$ cat src/rtl/stopwatch_bcd_if.sv
// Stopwatch control/status bundle: control levels from the button logic,
// BCD count and status toward the display driver. DIGITS must match the
// DIGITS of the stopwatch_bcd instance it connects to.
interface stopwatch_bcd_if #(
  parameter int unsigned DIGITS = 4
) ();

  logic                  start;
  logic                  stop;
  logic                  clear;
  logic                  lap;
  logic [4*DIGITS-1:0]   cnt;
  logic [4*DIGITS-1:0]   lap_cnt;
  logic                  lap_valid;
  logic                  running;
  logic                  ovf;

  // Button/controller side.
  modport master (
    output start, stop, clear, lap,
    input  cnt, lap_cnt, lap_valid, running, ovf
  );

  // Stopwatch side.
  modport slave (
    input  start, stop, clear, lap,
    output cnt, lap_cnt, lap_valid, running, ovf
  );

endinterface

$ cat src/rtl/stopwatch_bcd.sv
// Multi-digit BCD stopwatch with clock prescaler, IDLE/RUN/HOLD control,
// synchronous clear and sticky wrap flag. Define STOPWATCH_LAP_EN to build the
// lap-capture register; otherwise lap is ignored and the lap outputs read 0.
module stopwatch_bcd #(
  parameter int unsigned DIGITS   = 4,
  parameter int unsigned TICK_DIV = 1
) (
  input  logic           i_clk,
  input  logic           i_rst_n,
  stopwatch_bcd_if.slave sw_if
);

  localparam int unsigned PreW = (TICK_DIV > 1) ? $clog2(TICK_DIV) : 1;
  localparam int unsigned CntW = 4 * DIGITS;
  localparam logic [PreW-1:0] PreMax = PreW'(TICK_DIV - 1);

  typedef enum logic [1:0] {
    StIdle = 2'd0,
    StRun  = 2'd1,
    StHold = 2'd2
  } state_e;

  state_e            r_state;
  state_e            w_state_d;
  logic [PreW-1:0]   r_pre;
  logic [PreW-1:0]   w_pre_d;
  logic [CntW-1:0]   r_cnt;
  logic [CntW-1:0]   w_cnt_d;
  logic [CntW-1:0]   w_cnt_inc;
  logic              r_ovf;
  logic              w_ovf_d;
  logic              w_wrap;
  logic              w_tick;
  logic              w_advance;

  // Prescaler only moves on RUN edges that are not overridden by stop/clear.
  assign w_tick    = (r_state == StRun) && (r_pre == PreMax);
  assign w_advance = (r_state == StRun) && !sw_if.stop && !sw_if.clear;

  // State, prescaler, count and overflow registers.
  always_ff @(posedge i_clk or negedge i_rst_n) begin
    if (!i_rst_n) begin
      r_state <= StIdle;
      r_pre   <= '0;
      r_cnt   <= '0;
      r_ovf   <= 1'b0;
    end else begin
      r_state <= w_state_d;
      r_pre   <= w_pre_d;
      r_cnt   <= w_cnt_d;
      r_ovf   <= w_ovf_d;
    end
  end

  // Next state, priority clear > stop > start.
  always_comb begin
    w_state_d = r_state;
    if (sw_if.clear) begin
      w_state_d = StIdle;
    end else if (sw_if.stop) begin
      if (r_state == StRun) w_state_d = StHold;
    end else if (sw_if.start && (r_state != StRun)) begin
      w_state_d = StRun;
    end
  end

  // BCD ripple increment: a digit advances only when every lower digit is 9.
  always_comb begin
    logic w_carry;
    w_carry   = 1'b1;
    w_cnt_inc = r_cnt;
    for (int unsigned i = 0; i < DIGITS; i++) begin
      if (w_carry) begin
        if (r_cnt[4*i +: 4] == 4'd9) begin
          w_cnt_inc[4*i +: 4] = 4'd0;
        end else begin
          w_cnt_inc[4*i +: 4] = r_cnt[4*i +: 4] + 4'd1;
          w_carry             = 1'b0;
        end
      end
    end
    // Carry out of the top digit means the count was all 9s.
    w_wrap = w_carry;
  end

  // Prescaler, count and overflow next values.
  always_comb begin
    w_pre_d = r_pre;
    w_cnt_d = r_cnt;
    w_ovf_d = r_ovf;
    if (sw_if.clear) begin
      w_pre_d = '0;
      w_cnt_d = '0;
      w_ovf_d = 1'b0;
    end else if (w_advance) begin
      if (w_tick) begin
        w_pre_d = '0;
        w_cnt_d = w_cnt_inc;
        if (w_wrap) w_ovf_d = 1'b1;
      end else begin
        w_pre_d = r_pre + PreW'(1);
      end
    end
  end

  assign sw_if.cnt     = r_cnt;
  assign sw_if.ovf     = r_ovf;
  // Decoded straight from the state register, so it is glitch-free.
  assign sw_if.running = (r_state == StRun);

`ifdef STOPWATCH_LAP_EN
  logic [CntW-1:0] r_lap_cnt;
  logic            r_lap_valid;
  logic            w_lap_cap;

  assign w_lap_cap = sw_if.lap && (r_state != StIdle);

  // Lap capture of the pre-edge count; unaffected by clear.
  always_ff @(posedge i_clk or negedge i_rst_n) begin
    if (!i_rst_n) begin
      r_lap_cnt   <= '0;
      r_lap_valid <= 1'b0;
    end else begin
      r_lap_valid <= w_lap_cap;
      if (w_lap_cap) r_lap_cnt <= r_cnt;
    end
  end

  assign sw_if.lap_cnt   = r_lap_cnt;
  assign sw_if.lap_valid = r_lap_valid;
`else
  logic w_unused_lap;
  assign w_unused_lap    = sw_if.lap;
  assign sw_if.lap_cnt   = '0;
  assign sw_if.lap_valid = 1'b0;
`endif

endmodule

$ cat src/flat_wrapper.sv
// flat-port wrapper written by rule: the top's interface ports become plain ports
module stopwatch_bcd_flat 
#(
  parameter int unsigned DIGITS   = 4,
  parameter int unsigned TICK_DIV = 1
)
  (i_clk, i_rst_n, sw_if_start, sw_if_stop, sw_if_clear, sw_if_lap, sw_if_cnt, sw_if_lap_cnt, sw_if_lap_valid, sw_if_running, sw_if_ovf);
  stopwatch_bcd_if #(.DIGITS(DIGITS)) sw_if_i ();
  input  logic i_clk;
  input  logic i_rst_n;
  input wire logic [$bits(sw_if_i.start)-1:0] sw_if_start;
  input wire logic [$bits(sw_if_i.stop)-1:0] sw_if_stop;
  input wire logic [$bits(sw_if_i.clear)-1:0] sw_if_clear;
  input wire logic [$bits(sw_if_i.lap)-1:0] sw_if_lap;
  output wire logic [$bits(sw_if_i.cnt)-1:0] sw_if_cnt;
  output wire logic [$bits(sw_if_i.lap_cnt)-1:0] sw_if_lap_cnt;
  output wire logic [$bits(sw_if_i.lap_valid)-1:0] sw_if_lap_valid;
  output wire logic [$bits(sw_if_i.running)-1:0] sw_if_running;
  output wire logic [$bits(sw_if_i.ovf)-1:0] sw_if_ovf;
  assign sw_if_i.start = sw_if_start;
  assign sw_if_i.stop = sw_if_stop;
  assign sw_if_i.clear = sw_if_clear;
  assign sw_if_i.lap = sw_if_lap;
  assign sw_if_cnt = sw_if_i.cnt;
  assign sw_if_lap_cnt = sw_if_i.lap_cnt;
  assign sw_if_lap_valid = sw_if_i.lap_valid;
  assign sw_if_running = sw_if_i.running;
  assign sw_if_ovf = sw_if_i.ovf;
  stopwatch_bcd #(.DIGITS(DIGITS), .TICK_DIV(TICK_DIV)) u_core (.i_clk(i_clk), .i_rst_n(i_rst_n), .sw_if(sw_if_i));
endmodule
$ cat config.mk
export PLATFORM = sky130hd
export DESIGN_NAME = stopwatch_bcd_flat
export DESIGN_NICKNAME = d
export VERILOG_FILES = /design/src/rtl/stopwatch_bcd_if.sv /design/src/rtl/stopwatch_bcd.sv /design/src/flat_wrapper.sv
export SDC_FILE = /design/constraint.sdc
export NUM_CORES = 1
export LEC_CHECK = 0
export CORE_MARGIN = 4
export CORE_UTILIZATION = 45
export CTS_BUF_LIST = sky130_fd_sc_hd__clkbuf_4 sky130_fd_sc_hd__clkbuf_8 sky130_fd_sc_hd__clkbuf_16
export DETAILED_ROUTE_END_ITERATION = 16
export GPL_ROUTABILITY_DRIVEN = 0
export PLACE_DENSITY = 0.78
export RECOVER_POWER = 100
export SLEW_MARGIN = 20
export SYNTH_ARGS = -nofsm -noshare
export SYNTH_HDL_FRONTEND = slang
export SYNTH_SLANG_ARGS = --single-unit
$ cat constraint.sdc
create_clock -name i_clk -period 1.9 [get_ports i_clk]
set_input_delay 0.285 -clock i_clk [delete_from_list [all_inputs] [get_ports i_clk]]
set_output_delay 0.285 -clock i_clk [all_outputs]
set_load 0.01 [all_outputs]
; ---- Word-level counts from Yosys, hierarchy flattened
; Cells that the tools add are included.
; Widths: inputs -> output; s select.
[totals]
ff_bits = 20
latchBits = 0
mem_bits_rw = 0
rom_bits = 0
elab_cells = 67
n_memories = 0
[op_classes]
n_addsub = 5
multipliers = 0
div = 0
order_cmp = 0
n_eq_ne = 7
shift = 0
mux = 28
n_bitwise = 1
reduce_logical = 19
[op_table]
columns = cell, n
row1 = $mux 16, 3
row2 = $mux 4, 7
row3 = $add 4x1->4 const B, 4
row4 = $eq 4x4->1 const B, 4
row5 = $mux 1, 14
row6 = $reduce_and 3->1, 4
row7 = $reduce_bool 2->1, 6
row8 = $mux 2, 4
row9 = $logic_and 1x1->1, 4
row10 = $reduce_and 2->1, 2
row11 = $ne 3x1->1 const B, 1
row12 = $reduce_bool 3->1, 1
row13 = $eq 2x1->1 const B, 1
row14 = $logic_not 1->1, 2
row15 = $ne 2x1->1 const B, 1
row16 = $add 1x1->1 const B, 1
row17 = $not 1->1, 1

; ---- Logic depth before layout (Yosys ltp)
[depth]
word_depth = 9
depth_mapped = 7

; ---- Least setup slack after synthesis
; OpenSTA, ideal clock, no wires.
[synth_timing]
path_type = reg2reg
start = register u_core.r_cnt[5], in the netlist u_core.sw_if.cnt[5]
end = register u_core.r_cnt[11], in the netlist u_core.sw_if.cnt[11]
setup_time_ps = 78
arrival_ps = 1620
t_required_ps = 1822
path_slack_ps = 202
stages_incl_launch_ff = 8
period_less_slack_ps = 1698
path_cell_list = dfrtp_1 > inv_1 > ha_1 > and3b_1 > clkbuf_1 > nor2_1 > or4_1 > a21oi_1
[synth_via]
elab_chain_cells = 5
[synth_lines]
columns = item, line
row1 = from (decl), stopwatch_bcd.sv:27  ; logic [CntW-1:0] r_cnt;
row2 = from (signal assigned), stopwatch_bcd.sv:50  ; r_cnt <= w_cnt_d;
row3 = $eq 4x4->1, stopwatch_bcd.sv:74  ; if (r_cnt[4*i +: 4] == 4'd9) begin
row4 = $mux 1, stopwatch_bcd.sv:74
row5 = $mux 1, stopwatch_bcd.sv:73  ; if (w_carry) begin
row6 = $reduce_bool 2->1 (no source line), --
row7 = $reduce_and 3->1 (no source line), --
; Every way passes these cells.
; A chain may end at the register's enable or synchronous reset.

; ---- Worst setup path in the final report
[layout_timing]
start = register u_core.r_state[1]
end = output port sw_if_running
[layout_via]
elab_chain_cells = 1
[layout_lines]
columns = item, line
row1 = from (decl), stopwatch_bcd.sv:23  ; state_e r_state;
row2 = from (signal assigned), stopwatch_bcd.sv:43  ; r_state <= StIdle;
row3 = from (signal assigned), stopwatch_bcd.sv:48  ; r_state <= w_state_d;
row4 = $eq 2x1->1, stopwatch_bcd.sv:109  ; assign sw_if.running = (r_state == StRun);
row5 = to (decl), flat_wrapper.sv:18  ; output wire logic [$bits(sw_if_i.running)-1:0] sw_if_running;
; Every way passes these cells.

==> impl_metrics.env <==
export IMPL_outcome="complete, no violations"
export IMPL_cts_buffers=3
export IMPL_drive_gt1_share_pct=10.3
export IMPL_path_clk_slew_ps=120
export IMPL_synth_area_leader_cell="dfrtp_1"
export IMPL_cts_htree_levels=1
export IMPL_drtPass1Iterations=4
export IMPL_synth_most_common_cell="dfrtp_1"
export IMPL_grt_antenna_before_repair=0
export IMPL_vias=1021
export IMPL_area_growth_pct=22.1
export IMPL_grt_pass1_vias=957
export IMPL_setup_viol=0
export IMPL_insertion_delay_ps=300
export IMPL_setup_ws_ps=128
export IMPL_via_per_inst=5.24
export IMPL_yosysSeqAreaShare_pct=40.0
export IMPL_clock_sinks=20
export IMPL_cts_tree="yes"
export IMPL_power_leakage_nw=0.751
export IMPL_drc=0
export IMPL_nets=178
export IMPL_clockRootBuffer="clkbuf_4"
export IMPL_cts_hold_buf=0
export IMPL_synth_avg_cell_area_sq_um=9.33
export IMPL_ios=41
export IMPL_synth_area_sq_mm=0.00125
export IMPL_worst_pin_slew_ps=1040
export IMPL_post_drt_wl_per_cell_um=12.8
export IMPL_io_buffers=22
export IMPL_die_w_um=60.7
export IMPL_drtIter0Drc=35
export IMPL_fin_skew_ps=8.08
export IMPL_grt_total_usage_pct=15.2
export IMPL_final_core_util_pct=59.5
export IMPL_rsz0062_at_grt="false"
export IMPL_final_period_utilization_pct=93.2
export IMPL_die_area_sq_mm=0.00369
export IMPL_synth_cell_types=38
export IMPL_slew_viol_final=0
export IMPL_hpwl_um=1930
export IMPL_yosys_most_used_dff="dfrtp_1"
export IMPL_pre_cts_slack_ps=-117
export IMPL_synth_top_area_share_pct=40.0
export IMPL_num_rows=18
export IMPL_ant_nets=0
export IMPL_r2r_slack_ps=140
export IMPL_cp_required_ps=1620
export IMPL_diodes=0
export IMPL_max_freq_mhz=564
export IMPL_fin_tns_setup_ps=0
export IMPL_grt_pass1_wl_um=4260
export IMPL_design_core_area_sq_mm=0.00257
export IMPL_synth_commonest_cells="dfrtp_1, buf_4, nor2_1"
export IMPL_cap_violations=0
export IMPL_die_y_um=60.7
export IMPL_crit_type="register to output pin"
export IMPL_yosysWarnings=0
export IMPL_ir_drop_uv=507
export IMPL_period_needed_ps=1770
export IMPL_slew_headroom_pct=30.7
export IMPL_hold_class="register to register"
export IMPL_finalWirelength_um=2490
export IMPL_synth_edff_count=0
export IMPL_ys_async_sr_fraction_pct=100
export IMPL_arrival_ps=1490
export IMPL_cp_max_fo=5
export IMPL_critPathLaunchType="register"
export IMPL_postSynthCellCount=134
export IMPL_overflow=0
export IMPL_ys_top_cells_by_area="dfrtp_1, buf_4, ha_1"
export IMPL_ys_seq_elements=20
export IMPL_start_util_pct=48.7
export IMPL_hold_viol_final=0
export IMPL_p_per_area_mw_per_mm2=536
export IMPL_clk_path_buf_depth=2
export IMPL_grt_max_degree=21
export IMPL_cp_end_kind="output pin"
-- cells by family after synthesis --
kind of cell    Yosys count  synth area share (%)
fa+ha+maj                 6                  6.01
compound gates           26                  12.9
mux                       4                  3.40
other cells               1                 0.300
xor+xnor                  2                  1.40
buf+inv                  26                  12.9
flops                    20                  40.0
simple gates             49                  23.0
-- stage by stage --
step / total power [mW] / hold slack, ps / instance area, sq um / cells
final: 0.818 / 522 / 1530 / 195
after global placement: 0.580 / 499 / 1500 / 191
after global routing: 0.868 / 591 / 1530 / 195
after detailed placement: 0.584 / 504 / 1500 / 191
after floorplan: 0.548 / -10.6 / 1310 / 150
after CTS: 0.835 / 305 / 1540 / 195
-- placed cells by master, fill, tap and decap left out, types with 2 or more instances in the layout --
master / synthesis / final
nand2_1: 8 / 8
nand2b_1: 2 / 2
o41ai_1: 2 / 2
a41oi_1: 2 / 2
mux2_2: 2 / 2
inv_1: 5 / 5
conb_1: 1 / 17
nor2b_1: 3 / 3
clkbuf_1: 4 / 3
nor3_1: 3 / 3
nor2_1: 12 / 12
dlygate4sd3_1: 0 / 19
clkdlybuf4s50_1: 0 / 3
and3b_1: 3 / 2
mux2i_1: 2 / 2
dfrtp_1: 20 / 20
ha_1: 6 / 6
buf_4: 17 / 6
o21ai_0: 9 / 9
a21oi_1: 8 / 8
nand3_1: 5 / 5
clkbuf_4: 0 / 4
-- sequential cells by signal (all words and copies together), names as in the netlist --
| name | count |
|---|---|
| u_core.r_pre | 1 |
| u_core.r_state | 2 |
| u_core.sw_if.cnt | 16 |
| u_core.sw_if.ovf | 1 |
-- final cells by class --
cell class	count	area (sq um)
multi-input combinational	104	649
inverter	5	18.8
timing repair buffer	32	284
fill	237	1040
sequential	20	500
tap	30	37.5
clock buffer	4	36.3
-- critical path, cell delays in order (launching register included) --
cell and delay (ps):
dfrtp_1 450, nor2b_1 180, clkdlybuf4s50_1 560
-- what timing repair did --
item	CTS	global route
setup buffers	0	0
gates resized for setup	0	1
setup endpoints to repair	0	1
-- path summary, 6_finish.rpt --
check                                                start                          endpoint  depth (start not counted)
max in group asynchronous                          i_rst_n   u_core.sw_if.cnt[5]$_DFFE_PN0P_                          2
hold / removal                u_core.sw_if.ovf$_DFFE_PN0P_      u_core.sw_if.ovf$_DFFE_PN0P_                          2
hold reg to reg               u_core.sw_if.ovf$_DFFE_PN0P_      u_core.sw_if.ovf$_DFFE_PN0P_                          2
setup / recovery             u_core.r_state[1]$_DFFE_PN0P_                     sw_if_running                          2
min in group asynchronous                          i_rst_n   u_core.sw_if.cnt[9]$_DFFE_PN0P_                          2
setup reg to reg           u_core.sw_if.cnt[5]$_DFFE_PN0P_  u_core.sw_if.cnt[13]$_DFFE_PN0P_                          7
-- metal layers --
metal	wire, um	track usage, %
met4	0	1.86
met2	1240	25.5
met1	1100	19.5
met5	0	0
met3	144	5.11
-- power breakdown --
group | leakage [nW] | switching, mW | internal (mW)
Combinational | 0.454 | 0.0638 | 0.0503
Sequential | 0.276 | 0.0163 | 0.437
Clock | 0.0210 | 0.134 | 0.117
Power figures use the tool's default switching activity.
